**src/rtl/ext_pipe_if.sv**
```systemverilog
// ext_pipe_if: operand and result bundle for the ext_pipe extension/load-align pipe.
//   master : drives in_valid, stall, flush, op, imm, instr_index, pc, mem_data, addr_lo;
//            observes out_valid, out_data, misalign, err_cnt.
//   slave  : the pipe itself (mirror image of master).
// W must equal IDX_W+6 so that the jump-target form {pc[top4], index, 00} fills W.
interface ext_pipe_if #(
  parameter int W     = 32,
  parameter int IMM_W = 16,
  parameter int IDX_W = 26
);
  logic             in_valid;
  logic             stall;
  logic             flush;
  logic [2:0]       op;
  logic [IMM_W-1:0] imm;
  logic [IDX_W-1:0] instr_index;
  logic [W-1:0]     pc;
  logic [W-1:0]     mem_data;
  logic [1:0]       addr_lo;
  logic             out_valid;
  logic [W-1:0]     out_data;
  logic             misalign;
  logic [7:0]       err_cnt;

  modport master (
    output in_valid, stall, flush, op, imm, instr_index, pc, mem_data, addr_lo,
    input  out_valid, out_data, misalign, err_cnt
  );

  modport slave (
    input  in_valid, stall, flush, op, imm, instr_index, pc, mem_data, addr_lo,
    output out_valid, out_data, misalign, err_cnt
  );
endinterface

```
**src/rtl/ext_pipe.sv**
```systemverilog
// ext_pipe: immediate-extension / jump-target / load-alignment unit followed by a
// STAGES-deep register pipe with stall, flush and a saturating misaligned-load counter.
//   clk   : sole clock, rising edge.
//   reset : asynchronous, active-high; clears every stage and err_cnt.
//   bus   : ext_pipe_if slave (operands in, result/valid/misalign/err_cnt out).
// Parameters: W (= IDX_W+6), IMM_W (< W), IDX_W, STAGES (1..3).
// The byte/halfword lane selects assume W >= 32 (a full loaded word).
module ext_pipe #(
  parameter int W      = 32,
  parameter int IMM_W  = 16,
  parameter int IDX_W  = 26,
  parameter int STAGES = 1
) (
  input logic       clk,
  input logic       reset,
  ext_pipe_if.slave bus
);

  logic [W-1:0] imm_zext;
  logic [W-1:0] imm_sext;
  logic [7:0]   byte_sel;
  logic [15:0]  half_sel;
  logic [W-1:0] res;
  logic         mis_c;

  // Result of the current operands; captured into stage 0 unless stalled/flushed.
  always_comb begin
    imm_zext = {{(W-IMM_W){1'b0}}, bus.imm};
    imm_sext = {{(W-IMM_W){bus.imm[IMM_W-1]}}, bus.imm};

    // Little-endian lanes: byte 0 is mem_data[7:0], halfword 0 is mem_data[15:0].
    case (bus.addr_lo)
      2'd0:    byte_sel = bus.mem_data[7:0];
      2'd1:    byte_sel = bus.mem_data[15:8];
      2'd2:    byte_sel = bus.mem_data[23:16];
      default: byte_sel = bus.mem_data[31:24];
    endcase
    half_sel = bus.addr_lo[1] ? bus.mem_data[31:16] : bus.mem_data[15:0];

    res   = '0;
    mis_c = 1'b0;
    case (bus.op)
      3'b000: res = imm_zext;
      3'b001: res = {bus.imm, {(W-IMM_W){1'b0}}};
      3'b010: res = {bus.pc[W-1:W-4], bus.instr_index, 2'b00};
      3'b011: res = imm_sext;
      // Branch target; the adder wraps naturally at W bits.
      3'b100: res = bus.pc + {{(W-3){1'b0}}, 3'b100} + {imm_sext[W-3:0], 2'b00};
      3'b101: res = {{(W-8){byte_sel[7]}}, byte_sel};
      3'b110: res = {{(W-8){1'b0}}, byte_sel};
      default: begin
        if (bus.addr_lo[0]) begin
          res   = '0;
          mis_c = 1'b1;
        end else begin
          res = {{(W-16){half_sel[15]}}, half_sel};
        end
      end
    endcase
  end

  logic [STAGES-1:0] vld;
  logic [STAGES-1:0] mis;
  logic [W-1:0]      dat [STAGES];
  logic [7:0]        err_q;

  // Flush beats stall; a stalled cycle neither advances the pipe nor counts errors.
  // The misalign bit is qualified by in_valid so it can only ever be set on a valid stage.
  // err_cnt counts a misaligned result as it leaves the last stage, so a result held
  // there by stall is counted exactly once, and one flushed earlier never is.
  always_ff @(posedge clk or posedge reset) begin
    if (reset) begin
      vld   <= '0;
      mis   <= '0;
      err_q <= '0;
      for (int k = 0; k < STAGES; k++) dat[k] <= '0;
    end else if (bus.flush) begin
      vld <= '0;
      mis <= '0;
    end else if (!bus.stall) begin
      vld[0] <= bus.in_valid;
      mis[0] <= bus.in_valid & mis_c;
      dat[0] <= res;
      for (int k = 1; k < STAGES; k++) begin
        vld[k] <= vld[k-1];
        mis[k] <= mis[k-1];
        dat[k] <= dat[k-1];
      end
      if (vld[STAGES-1] && mis[STAGES-1] && (err_q != 8'hFF))
        err_q <= err_q + 8'd1;
    end
  end

  assign bus.out_valid = vld[STAGES-1];
  assign bus.out_data  = vld[STAGES-1] ? dat[STAGES-1] : '0;
  assign bus.misalign  = mis[STAGES-1];
  assign bus.err_cnt   = err_q;

endmodule
```
**src/flat_wrapper.sv**
```systemverilog
// flat-port wrapper written by rule: the top's interface ports become plain ports
module ext_pipe_flat 
#(
  parameter int W      = 32,
  parameter int IMM_W  = 16,
  parameter int IDX_W  = 26,
  parameter int STAGES = 1
)
  (clk, reset, bus_in_valid, bus_stall, bus_flush, bus_op, bus_imm, bus_instr_index, bus_pc, bus_mem_data, bus_addr_lo, bus_out_valid, bus_out_data, bus_misalign, bus_err_cnt);
  ext_pipe_if #(.W(W), .IMM_W(IMM_W), .IDX_W(IDX_W)) bus_i ();
  input logic clk;
  input logic reset;
  input wire logic [$bits(bus_i.in_valid)-1:0] bus_in_valid;
  input wire logic [$bits(bus_i.stall)-1:0] bus_stall;
  input wire logic [$bits(bus_i.flush)-1:0] bus_flush;
  input wire logic [$bits(bus_i.op)-1:0] bus_op;
  input wire logic [$bits(bus_i.imm)-1:0] bus_imm;
  input wire logic [$bits(bus_i.instr_index)-1:0] bus_instr_index;
  input wire logic [$bits(bus_i.pc)-1:0] bus_pc;
  input wire logic [$bits(bus_i.mem_data)-1:0] bus_mem_data;
  input wire logic [$bits(bus_i.addr_lo)-1:0] bus_addr_lo;
  output wire logic [$bits(bus_i.out_valid)-1:0] bus_out_valid;
  output wire logic [$bits(bus_i.out_data)-1:0] bus_out_data;
  output wire logic [$bits(bus_i.misalign)-1:0] bus_misalign;
  output wire logic [$bits(bus_i.err_cnt)-1:0] bus_err_cnt;
  assign bus_i.in_valid = bus_in_valid;
  assign bus_i.stall = bus_stall;
  assign bus_i.flush = bus_flush;
  assign bus_i.op = bus_op;
  assign bus_i.imm = bus_imm;
  assign bus_i.instr_index = bus_instr_index;
  assign bus_i.pc = bus_pc;
  assign bus_i.mem_data = bus_mem_data;
  assign bus_i.addr_lo = bus_addr_lo;
  assign bus_out_valid = bus_i.out_valid;
  assign bus_out_data = bus_i.out_data;
  assign bus_misalign = bus_i.misalign;
  assign bus_err_cnt = bus_i.err_cnt;
  ext_pipe #(.W(W), .IMM_W(IMM_W), .IDX_W(IDX_W), .STAGES(STAGES)) u_core (.clk(clk), .reset(reset), .bus(bus_i));
endmodule
```
**config.mk**
```make
export PLATFORM = sky130hd
export DESIGN_NAME = ext_pipe_flat
export DESIGN_NICKNAME = d
export VERILOG_FILES = /design/src/rtl/ext_pipe_if.sv /design/src/rtl/ext_pipe.sv /design/src/flat_wrapper.sv
export SDC_FILE = /design/constraint.sdc
export NUM_CORES = 1
export LEC_CHECK = 0
export CORE_MARGIN = 2
export CORE_UTILIZATION = 52
export DETAILED_ROUTE_END_ITERATION = 10
export HOLD_SLACK_MARGIN = 0.08
export PLACE_DENSITY = 0.91
export REMOVE_ABC_BUFFERS = 1
export SYNTH_ARGS = -nofsm -noshare
export SYNTH_HDL_FRONTEND = slang
export SYNTH_SLANG_ARGS = --single-unit
```
**constraint.sdc**
```tcl
create_clock -name clk -period 3.6 [get_ports clk]
set_input_delay 0.36 -clock clk [delete_from_list [all_inputs] [get_ports clk]]
set_output_delay 0.36 -clock clk [all_outputs]
set_load 0.1 [all_outputs]
```
==> results of run 1 <==
[worst min-delay path: stages (launching register included)]
cell and delay [ns]:
dfrtp_1 0.34, nand2_1 0.05, o21ai_0 0.06
[path summary, 6_finish.rpt]
path	from	end	slack [ns]	cells past startpoint
worst max-delay path	bus_imm[0]	u_core.dat[31]	0.29	15
worst min-delay path	u_core.dat[11]	u_core.dat[11]	0.48	2
worst max register to register	u_core.bus.out_valid	u_core.bus.err_cnt[7]	1.41	5
worst min register to register	u_core.dat[11]	u_core.dat[11]	0.48	2
max in group asynchronous	reset	u_core.dat[14]	2.72	3
min in group asynchronous	reset	u_core.dat[26]	0.49	3
[final cells by class]
cell class | instances | share of cell area
tap | 129 | 0.02366
inverter | 15 | 0.008254
clock inverter | 3 | 0.003485
clock buffer | 5 | 0.01009
timing repair buffer | 182 | 0.2458
multi-input combinational | 531 | 0.5547
sequential | 42 | 0.1541
[Yosys cell counts, types with 4 or more instances]
cell / number / share of area
o21a_1: 6 / 0.0089
inv_1: 15 / 0.011
nor2b_1: 6 / 0.0074
a211oi_1: 4 / 0.0060
mux2i_1: 18 / 0.036
nand3_1: 11 / 0.011
o21ai_0: 56 / 0.056
ha_1: 58 / 0.14
a211o_1: 5 / 0.0087
o21bai_1: 6 / 0.0089
nor3_1: 5 / 0.0050
and2_1: 36 / 0.045
xnor2_1: 16 / 0.028
a221oi_1: 4 / 0.0069
o32a_1: 9 / 0.018
xor2_1: 15 / 0.026
a21oi_1: 50 / 0.050
buf_1: 4 / 0.0030
a22oi_1: 22 / 0.033
a21o_1: 11 / 0.016
o211ai_1: 4 / 0.0060
nand2_1: 48 / 0.036
dfrtp_1: 42 / 0.21
o21ai_1: 6 / 0.0060
o22ai_1: 11 / 0.014
nor2_1: 55 / 0.041
nand4_1: 8 / 0.0099
clkbuf_1: 28 / 0.021
mux2_2: 17 / 0.038
[cells by family after synthesis]
logic type / count (synthesis) / synth area share
buffers and inverters: 52 / 0.04240
adder cells (fa/ha/maj): 59 / 0.1478
XOR/XNOR: 31 / 0.05381
flip-flops: 42 / 0.2083
AO/OA/AOI/OAI: 223 / 0.2943
multiplexers: 36 / 0.07810
AND/OR/NAND/NOR: 182 / 0.1753
[stage by stage]
stage | util | setup slack [ns] | total power [uW]
6_report | 0.7313 | 0.2879 | 1948
5_1_grt | 0.7313 | 0.06741 | 2061
4_1_cts | 0.7313 | 0.3346 | 1929
3_5_place_dp | 0.7214 | 0.02709 | 1597
3_3_place_gp | 0.7214 | 0.1615 | 1574
2_1_floorplan | - | 0.8564 | 1222
[flip-flops by register name (all words and copies together) (netlist names)]
signal and cells:
u_core.bus.out_valid 1, u_core.bus.misalign 1, u_core.dat 32, u_core.bus.err_cnt 8
[layer usage]
layer,global-route usage,wire length [um],vias to the layer above
met5,0,0,-
met4,0.1087,500,0
met3,0.06305,1561,41
met2,0.5455,7895,296
met1,0.4189,6961,2566
li1,-,-,2618
[power groups by stage]
| stage | Clock, uW | Combinational [uW] | Sequential [uW] |
|---|---|---|---|
| 2_1_floorplan | 0 | 646 | 575 |
| 3_3_place_gp | 0 | 995 | 580 |
| 3_5_place_dp | 0 | 1010 | 583 |
| 4_1_cts | 335 | 1020 | 574 |
| 5_1_grt | 360 | 1120 | 585 |
| 6_report | 340 | 1030 | 576 |
==> results.py, run 1 <==
metrics = {
    "grt": {
        "grtUsageTotal": 0.3244,
        "grt_overflow": 0,
        "antenna_found_initial": 0,
        "grt_max_degree": 43,
        "grt_pass1_wl_um": 26790,
        "grt_pass1_vias": 5417,
    },
    "sta": {
        "finalClockSkew_ns": 0.0006973,
        "grt_setup_unrepaired": "false",
        "slew_viol_final": 0,
        "tns_ns": 0,
        "fin_crit_sh": 0.9200,
        "fmax_mhz": 301.9,
        "layout_min_cycle_time_ns": 3.312,
        "hold_violations": 0,
        "tightest_slew_ns": 0.9715,
        "setup_viol": 0,
        "slew_headroom": 0.3503,
        "whs_ns": 0.4808,
    },
    "clock_network": {
        "cts_tree": "built",
        "post_cts_buffers": 0,
        "clockBufferDepth": 2,
        "h-tree-depth": 2,
        "cts_root_buf": "clkbuf_8",
        "cts_buffers": 5,
        "hold_buffers": 0,
        "path_clk_slew_ns": 0.10,
        "clock_latency_ns": 0.31,
        "cts_sinks": 42,
        "cts-resized-gates": 0,
    },
    "setup_path": {
        "path_common_cell": "inv_1",
        "max_stage_delay_ns": 0.57,
        "path_buf_inv": 4,
        "critPathMaxFanout": 5,
        "critical-path-top-delay-family": "simple AND/OR/NAND/NOR gates",
        "crit_path_top_delay_cell": "clkdlybuf4s50_1",
        "path_cells": "clkdlybuf4s50_1 -> inv_1 -> ha_1 -> inv_1 -> ha_1 -> inv_1 -> fa_1 -> nor2b_1 -> o31a_1 -> o21bai_4 -> a221oi_4 -> a211oi_4 -> nor4_1 -> nor4b_1 -> nand3b_1",
        "critical_path_class": "in -> reg",
        "crit_required_ns": 3.81,
        "worstPathArrival_ns": 3.52,
        "endpoint_kind": "register",
        "startpoint_type": "primary input",
    },
    "die": {
        "io_pins": 158,
        "dieHeight_um": 102.5,
        "die_w_um": 102.5,
        "dieArea_sq_um": 10510,
        "start_util": 0.5410,
        "rows": 35,
        "core_sq_um": 9328,
    },
    "placement": {
        "dp_hpwl_um": 13440,
        "gp_congestion": 0.9080,
        "io_buffers": 157,
        "postPlaceCellArea_sq_um": 6729,
        "placed_cells": 899,
    },
    "cells_and_area": {
        "antennaDiodeCount": 0,
        "multi_input_area_sq_um": 3784,
        "mostFrequentLayoutCell": "clkdlybuf4s50_1",
        "finalNonFillerCells": 907,
        "register_area_sq_um": 1051,
        "finalInstanceArea_sq_um": 6822,
        "drive_above_1_share": 0.1221,
        "area.growth.synth_to_final_pct": 35.18,
        "num-fill-cells": 724,
        "final_nets": 952,
        "final_cell_mix": "124 x clkdlybuf4s50_1, 58 x ha_1, 58 x buf_4",
    },
    "synthesis": {
        "synth.avg_cell_area_sq_um": 8.074,
        "syn-cell-area_sq_um": 5046,
        "yosysWarnings": 0,
        "seq_area_frac_synth": 0.2083,
        "ys_ff_latch": 42,
        "syn_inst": 625,
        "synth_top_flop_cell": "dfrtp_1",
        "synth_edf_count": 0,
        "ys_types": 63,
        "ys_async_sr_fraction": 1.000,
    },
    "route": {
        "wl_um": 16920,
        "drt_iter0_markers": 518,
        "route.detailed.drc": 0,
        "vias": 5521,
        "dr.pass1.iters": 6,
        "wl_per_cell_um": 18.65,
        "viasPerCell": 6.087,
        "ant_nets": 0,
    },
    "pwr": {
        "p_sw_frac": 0.4344,
        "power.leakage_uw": 0.003023,
        "p_int_uw": 1102,
        "p_switching_uw": 846.5,
        "p_comb_frac": 0.529,
        "ir_worst_vdd_uv": 151.7,
        "seqPwrFrac": 0.296,
        "power_density_nw_per_um2": 285.6,
        "clock_power_share": 0.175,
    },
    "outcome": {
        "status": "complete, no violations",
    },
    "hold_path": {
        "hp-class": "reg -> reg",
    },
    "job": {
        "cap_violations": 0,
    },
}
(Power assumes the default switching activity.)
==> run 2: changes to the inputs <==
--- a/config.mk
+++ b/config.mk
@@ -5,7 +5,6 @@
 export SDC_FILE = /design/constraint.sdc
 export NUM_CORES = 1
 export LEC_CHECK = 0
-export CORE_MARGIN = 2
 export CORE_UTILIZATION = 52
 export DETAILED_ROUTE_END_ITERATION = 10
 export HOLD_SLACK_MARGIN = 0.08
==> run 2 against run 1 <==
Against the previous run: via count rose by 1.9%; critical path depth did not move; die area fell by 3.9%; wire length fell by 0.18%.
==> results.py, run 2 (synthesis results as in run 1) <==
metrics = {
    "clock_network": {
        "cts_tree": "built",
        "clock_latency_ns": 0.30,
        "cts_root_buf": "clkbuf_8",
        "post_cts_buffers": 0,
        "path_clk_slew_ns": 0.10,
        "h-tree-depth": 2,
        "cts_buffers": 5,
        "cts_sinks": 42,
        "clockBufferDepth": 2,
    },
    "sta": {
        "whs_ns": 0.4894,
        "fin_crit_sh": 0.9064,
        "grt_setup_unrepaired": "false",
        "layout_setup_ws_ns": 0.3369,
        "tightest_slew_ns": 1.006,
        "slew_headroom": 0.3239,
        "fmax_mhz": 306.5,
        "layout_min_cycle_time_ns": 3.263,
        "finalClockSkew_ns": 0.0003001,
        "hold_violations": 0,
        "slew_viol_final": 0,
        "setup_viol": 0,
    },
    "setup_path": {
        "worstPathArrival_ns": 3.46,
        "r2r_cells": 5,
        "endpoint_kind": "register",
        "startpoint_type": "primary input",
        "regToRegSetupSlack_ns": 1.38,
        "critical_path_class": "in -> reg",
        "crit_required_ns": 3.79,
        "critPathMaxFanout": 5,
    },
    "route": {
        "wl_per_cell_um": 18.72,
        "dr.pass1.iters": 6,
        "drt_iter0_markers": 570,
        "route.detailed.drc": 0,
        "viasPerCell": 6.235,
        "vias": 5624,
        "wl_um": 16890,
        "ant_nets": 0,
    },
    "cells_and_area": {
        "num-fill-cells": 713,
        "antennaDiodeCount": 0,
        "final_cell_mix": "124 x clkdlybuf4s50_1, 58 x ha_1, 56 x o21ai_0",
        "top_register": "u_core.dat",
        "drive_above_1_share": 0.1177,
        "utilization": 0.7280,
        "finalInstanceArea_sq_um": 6790,
        "area.growth.synth_to_final_pct": 34.56,
        "final_nets": 947,
        "largest_reg_flops": 32,
        "mostFrequentLayoutCell": "clkdlybuf4s50_1",
    },
    "grt": {
        "grt_pass1_wl_um": 26480,
        "grt_pass1_vias": 5402,
        "grtUsageTotal": 0.3322,
        "grt_overflow": 0,
        "grt_max_degree": 43,
        "antenna_found_initial": 0,
    },
    "pwr": {
        "power_density_nw_per_um2": 286.7,
        "ir_worst_vdd_uv": 143.3,
        "power.leakage_uw": 0.002998,
        "p_total_uw": 1947,
    },
    "die": {
        "dieArea_sq_um": 10100,
        "die_w_um": 100.5,
        "io_pins": 158,
        "start_util": 0.5410,
        "dieHeight_um": 100.5,
        "rows": 35,
        "core_sq_um": 9328,
    },
    "outcome": {
        "status": "complete, no violations",
    },
    "job": {
        "cap_violations": 0,
    },
    "placement": {
        "postPlaceCellArea_sq_um": 6691,
        "io_buffers": 157,
        "dp_slack_ns": -0.04471,
        "dp_hpwl_um": 13310,
        "gp_congestion": 0.9227,
    },
    "hold_path": {
        "hp-class": "in -> async",
    },
}
run 2: cell count changes in the layout (fill, tap and decap cells not counted), sizes merged:
cell | previous run | this run
buf | 58 | 53
run 2: power by group:
part | leakage, uW | switching (uW) | internal [uW]
sequential | 0.000521 | 42.5 | 534
combinational | 0.00244 | 611 | 426
clock | 0.0000408 | 194 | 139
total | 0.00300 | 847 | 1100
run 2: path summary, 6_finish.rpt:
| kind | end | from |
|---|---|---|
| hold / removal | u_core.dat[31] | reset |
| min in group clk | u_core.dat[9] | u_core.dat[9] |
| hold reg to reg | u_core.dat[9] | u_core.dat[9] |
| setup / recovery | u_core.dat[31] | bus_imm[0] |
| max in group asynchronous | u_core.dat[3] | reset |
| setup reg to reg | u_core.bus.err_cnt[7] | u_core.bus.out_valid |
run 2: critical path: stages:
cell and delay, ns:
clkdlybuf4s50_1 0.52, inv_1 0.07, ha_1 0.18, inv_1 0.06, ha_1 0.18, inv_1 0.07, fa_1 0.40, nor2b_1 0.18
o31a_1 0.23, o21bai_4 0.09, a221oi_4 0.30, a211oi_4 0.15, nor4_2 0.39, nor4b_1 0.09, nand3b_1 0.18
run 2: cell type report:
type,instances,area (sq um),area share
Timing Repair Buffer,177,1639,0.2414
Tap cell,129,161.4,0.02377
Clock buffer,5,68.82,0.01013
Multi-Input combinational cell,531,3790,0.5581
Clock inverter,3,23.77,0.003501
Sequential cell,42,1051,0.1548
Inverter,15,56.30,0.008292
run 2: routing by layer:
layer / part of all wire / routed length (um) / GRT usage
met5: 0 / 0 / 0
met4: 0.036 / 605 / 0.1349
met3: 0.089 / 1495 / 0.05409
met2: 0.48 / 8029 / 0.5680
met1: 0.40 / 6757 / 0.4171
run 2: through the flow:
stage	TNS, ns	cells
5_1_grt	0	902
4_1_cts	0	902
6_report	0	902
2_1_floorplan	0	588
3_5_place_dp	-0.04471	894
3_3_place_gp	0	894
run 2: timing repair:
action | CTS | global route
endpoints found under the setup margin | 0 | 1
gates resized for setup | 0 | 1
hold buffers | 0 | 0
==> run 3: changes to the inputs <==
--- a/config.mk
+++ b/config.mk
@@ -5,10 +5,10 @@
 export SDC_FILE = /design/constraint.sdc
 export NUM_CORES = 1
 export LEC_CHECK = 0
-export CORE_UTILIZATION = 52
+export CORE_UTILIZATION = 44
 export DETAILED_ROUTE_END_ITERATION = 10
 export HOLD_SLACK_MARGIN = 0.08
-export PLACE_DENSITY = 0.91
+export PLACE_DENSITY = 0.82
 export REMOVE_ABC_BUFFERS = 1
 export SYNTH_ARGS = -nofsm -noshare
 export SYNTH_HDL_FRONTEND = slang
==> constraint.sdc (replaced) <==
create_clock -name clk -period 2.7 [get_ports clk]
set_input_delay 0.27 -clock clk [delete_from_list [all_inputs] [get_ports clk]]
set_output_delay 0.27 -clock clk [all_outputs]
set_load 0.1 [all_outputs]
==> run 3 against run 2 <==
Against the previous run: first-iteration DRC count shrank 25%; clock-buffer cell count is the same; utilization grew 0.31 points; total power grew 62%; sequential power grew 33%; worst hold slack lost 0.090 ns; via count grew 7.0%; non-clock buffer count grew 98; critical path depth shrank 3; clock skew is essentially flat; global-route usage shrank 1.1 points; wire length grew 14%; critical path type unchanged; critical endpoint is now u_core.dat[21]; highest routed layer unchanged.
==> results.py, run 3 (synthesis results as in run 1) <==
metrics = {
    "clock_network": {
        "cts_tree": "built",
        "cts_sinks": 42,
        "clockBufferDepth": 2,
        "hold_buffers": 0,
        "cts_root_buf": "clkbuf_16",
        "h-tree-depth": 2,
        "clock_latency_ns": 0.29,
        "path_clk_slew_ns": 0.07,
        "cts_buffers": 5,
    },
    "route": {
        "viasPerCell": 5.951,
        "route.detailed.drc": 0,
        "ant_nets": 0,
        "drt_iter0_markers": 425,
        "wl_per_cell_um": 19.12,
        "wl_um": 19330,
        "vias": 6016,
        "dr.pass1.iters": 5,
    },
    "die": {
        "start_util": 0.4594,
        "dieHeight_um": 109.1,
        "rows": 38,
        "die_w_um": 109.1,
        "io_pins": 158,
        "dieArea_sq_um": 11900,
        "core_sq_um": 10980,
    },
    "grt": {
        "grt_max_degree": 36,
        "grt_pass1_wl_um": 29300,
        "grt_overflow": 0,
        "antenna_found_initial": 0,
        "grt_pass1_vias": 5859,
        "grtUsageTotal": 0.3210,
    },
    "sta": {
        "slew_viol_final": 0,
        "finalClockSkew_ns": 0.0006392,
        "layout_min_cycle_time_ns": 2.675,
        "fmax_mhz": 373.8,
        "tightest_slew_ns": 1.009,
        "slew_headroom": 0.3235,
        "grt_setup_unrepaired": "true",
        "whs_ns": 0.3992,
        "setup_viol": 0,
        "fin_crit_sh": 0.9908,
        "hold_violations": 0,
    },
    "setup_path": {
        "critical-path-top-delay-family": "compound AO/OA/AOI/OAI gates",
        "critical_path_class": "in -> reg",
        "r2r-start": "u_core.bus.err_cnt[0]",
        "worst-path-stages": 12,
        "crit_path_top_delay_cell": "clkdlybuf4s50_1",
        "r2r_cells": 7,
        "timing.rr.end": "u_core.bus.err_cnt[5]",
        "endpoint_kind": "register",
        "crit_required_ns": 2.88,
        "regToRegSetupSlack_ns": 0.92,
        "startpoint_type": "primary input",
        "path_cells": "clkdlybuf4s50_1 -> ha_4 -> ha_4 -> o21a_1 -> o31a_1 -> o21bai_4 -> a221oi_4 -> buf_4 -> o21bai_1 -> a21oi_1 -> nor3b_1 -> o32a_1",
        "critPathMaxFanout": 4,
        "max_stage_delay_ns": 0.52,
        "path_common_cell": "ha_4",
        "worstPathArrival_ns": 2.85,
        "path_buf_inv": 2,
    },
    "cells_and_area": {
        "finalInstanceArea_sq_um": 8029,
        "multi_input_area_sq_um": 4229,
        "final_nets": 1045,
        "antennaDiodeCount": 0,
        "final_cell_mix": "158 x buf_4, 92 x clkdlybuf4s50_1, 53 x o21ai_0",
        "area.growth.synth_to_final_pct": 59.11,
        "mostFrequentLayoutCell": "buf_4",
        "drive_above_1_share": 0.2928,
        "top_register": "u_core.dat",
        "largest_reg_flops": 32,
        "register_area_sq_um": 1051,
        "num-fill-cells": 804,
    },
    "placement": {
        "gp_congestion": 0.9456,
        "dp_hpwl_um": 14620,
        "postPlaceCellArea_sq_um": 7381,
        "io_buffers": 157,
    },
    "pwr": {
        "ir_worst_vdd_uv": 396.0,
        "power.leakage_uw": 0.003649,
        "power_density_nw_per_um2": 391.7,
    },
    "job": {
        "cap_violations": 0,
    },
    "outcome": {
        "status": "complete, no violations",
    },
    "hold_path": {
        "hp-class": "in -> async",
    },
}
## run 3: how the worst max path moves through the flow
stage	start	to
finish	bus_pc[7]	u_core.dat[21]
global route	bus_pc[3]	u_core.dat[21]
CTS	bus_imm[1]	u_core.dat[21]
detailed placement	bus_imm[0]	u_core.dat[31]
global placement	bus_imm[0]	u_core.dat[31]
floorplan	bus_pc[3]	u_core.dat[31]
## run 3: power by group
part | internal, uW | switching [uW] | total [uW]
sequential | 713 | 52.5 | 766
combinational | 813 | 938 | 1750
clock | 347 | 282 | 628
## run 3: worst register-to-register path: stages, from the launching register on
cell     delay, ns
dfrtp_1       0.42
ha_1          0.26
nand3_1       0.10
nor2_1        0.04
nor2_1        0.30
nand4_1       0.25
nor2_1        0.17
xor2_1        0.16
## run 3: per-stage QoR
step | cells | setup TNS (ns) | util | power [uW] | worst slack [ns]
floorplan | 588 | 0 | - | 1629 | 0.04644
global placement | 998 | -10.37 | 0.6720 | 2302 | -0.5593
detailed placement | 998 | -11.69 | 0.6720 | 2334 | -0.5985
CTS | 1010 | 0 | 0.7141 | 3050 | 0.0001084
global route | 1011 | -0.1285 | 0.7310 | 3298 | -0.07222
finish | 1011 | 0 | 0.7310 | 3145 | 0.02486
## run 3: area by class of cell
cell class	count	area share
Clock buffer	5	0.01558
Timing Repair Buffer	275	0.2950
Tap cell	140	0.02182
Clock inverter	3	0.002961
Inverter	15	0.007013
Sequential cell	42	0.1309
Multi-Input combinational cell	531	0.5267
## run 3: what timing repair did
| action | CTS | global route |
|---|---|---|
| setup endpoints to repair | 23 | 26 |
| hold endpoints to repair | 0 | 0 |
| resized for setup | 61 | 37 |
| pin swaps | 23 | 18 |
| gates cloned | 0 | 0 |
| setup buffers | 4 | 1 |
## run 3: routing by layer
metal | wire length, um | GRT usage | part of all wire
met5 | 0 | 0 | 0
met4 | 792 | 0.1467 | 0.041
met3 | 1502 | 0.04782 | 0.078
met2 | 9205 | 0.5481 | 0.48
met1 | 7833 | 0.3957 | 0.41
==> variant (settings of run 2) <==
`STAGES` is set to 1 in 2 places; all go to 2. Comments in the files are not updated.
--- a/src/rtl/ext_pipe.sv
+++ b/src/rtl/ext_pipe.sv
@@ -11,3 +11,3 @@
   parameter int IDX_W  = 26,
-  parameter int STAGES = 1
+  parameter int STAGES = 2
 ) (
--- a/src/flat_wrapper.sv
+++ b/src/flat_wrapper.sv
@@ -6,3 +6,3 @@
   parameter int IDX_W  = 26,
-  parameter int STAGES = 1
+  parameter int STAGES = 2
 )
Behaviour: not the same (Yosys sat finds a counterexample within 4 cycles, from zero or initial values and one cycle with reset high).
==> variant against run 2 <==
Sequential share of layout area rose by 6.8 points; sequential cell count rose by 34; via count rose by 25%; power rose by 52%; wire length rose by 25%; worst setup slack improved by 0.11 ns; synthesized area rose by 29%; design area rose by 26%.
==> variant: results (changes against run 2) <==
Area after DPL 8270 µm² (was 6690 µm²); routed wl met3 1.69 mm (was 1.50 mm); Placer Congestion 0.977 (was 0.923); met2 WL 9.52 mm (was 8.03 mm); worst-path maximum fanout 5 (unchanged); Synth Area per Inst 7.81 µm² (was 8.07 µm²); Synth area leaders dfrtp_1 (29%), ha_1 (11%), nand2_1 (9.5%) (was dfrtp_1 (21%), ha_1 (14%), o21ai_0 (5.6%)); DRT iter0 DRCs 896 (was 570); clk_skew 0.00419 ns (was 0.000300 ns); fraction of layout cells with a size suffix above 1 10.5% (was 11.8%); met1 usage 46.0% (was 41.7%); Worst R2R Path Depth 7 (was 5); adder-cell share of the synthesized area 11.5% (was 14.8%); dpl ws 0.176 ns (was -0.0447 ns); cts bufs inserted 9 (was 5); CTS root buffer clkbuf_16 (was clkbuf_8); leak pwr 0.00393 µW (was 0.00300 µW); synth unique cells 61 (was 63); clock latency on the worst-skew pair 0.33 ns (was 0.30 ns); total net switching power 1020 µW (was 847 µW); pin count of the biggest net entering global routing 52 (was 43); Int Pwr 1940 µW (was 1100 µW); met3 Use GR 4.09% (was 5.41%); Max H-tree Level 3 (was 2); vias in the first global route 6588 (was 5402); arrival time worst endpoint 3.36 ns (was 3.46 ns); Finished Layout Cells 1159 (was 902); Routed WL per cell 18.2 µm (was 18.7 µm); clock slew at reported path FFs 0.06 ns (was 0.10 ns); Met1 Wirelength 8.94 mm (was 6.76 mm); compound-cell area share of the yosys netlist 21.4% (was 29.4%); multi-input logic area 4320 µm² (was 3790 µm²); FF-to-FF setup slack 1.49 ns (was 1.38 ns); M2 GR Usage 53.3% (was 56.8%); status finished, final reports clean (unchanged); Max VDD drop 0.235 mV (was 0.143 mV); global-route usage over all layers 33.6% (was 33.2%); DPL Wire Length 16.4 mm (was 13.3 mm); via count 7039 (was 5624); Hold Path Class reg2reg (was in2async); DR pass1 iterations 5 (was 6); proportion of synthesized chip area in sequential cells 29.3% (was 20.8%); R2R Path End u_core.bus.err_cnt[7] (unchanged); first-pass GRT wire length 33.6 mm (was 26.5 mm); maximum buffer depth of the clock tree 2 (unchanged); CP delay by family, top compound AO/OA/AOI/OAI gates (was simple AND/OR/NAND/NOR gates); Least-Margin Pin Slew 0.974 ns (was 1.01 ns); list of most frequent post-synthesis cells nand2_1 (165), dfrtp_1 (76), nor2_1 (66) (was ha_1 (58), o21ai_0 (56), nor2_1 (55)); CP peak stage delay 0.57 ns (was 0.52 ns); Hold WS 0.469 ns (was 0.489 ns)
-- variant: cell count changes in the layout (fill, tap and decap cells not counted), moves of 9 or more --
cell       change
clkbuf_16      +9
nor2_1        +11
buf_4         +18
xor2_1        -10
mux2i_1       +17
nand2_1      +117
nor3_1        +13
dfrtp_1       +34
a21oi_1       +11
-- variant: worst max-delay path by stage --
stage	end	cells past startpoint	from	slack, ns
floorplan	u_core.dat[59]	5	bus_stall	-0.51
detailed placement	u_core.dat[56]	10	bus_imm[5]	0.18
finish	u_core.dat[62]	10	bus_imm[13]	0.45
global route	u_core.dat[63]	15	bus_imm[0]	0.29
global placement	u_core.dat[62]	10	bus_imm[15]	0.23
CTS	u_core.dat[56]	10	bus_imm[5]	0.52
-- variant: layout make-up --
type	instances	area share (%)
clock inverters	4	0.278
repair buffers	195	20.8
flip-flops and latches	76	22.2
inverters	17	0.746
multi-input cells	687	50.5
well taps	168	2.46
clock buffers	12	3.00
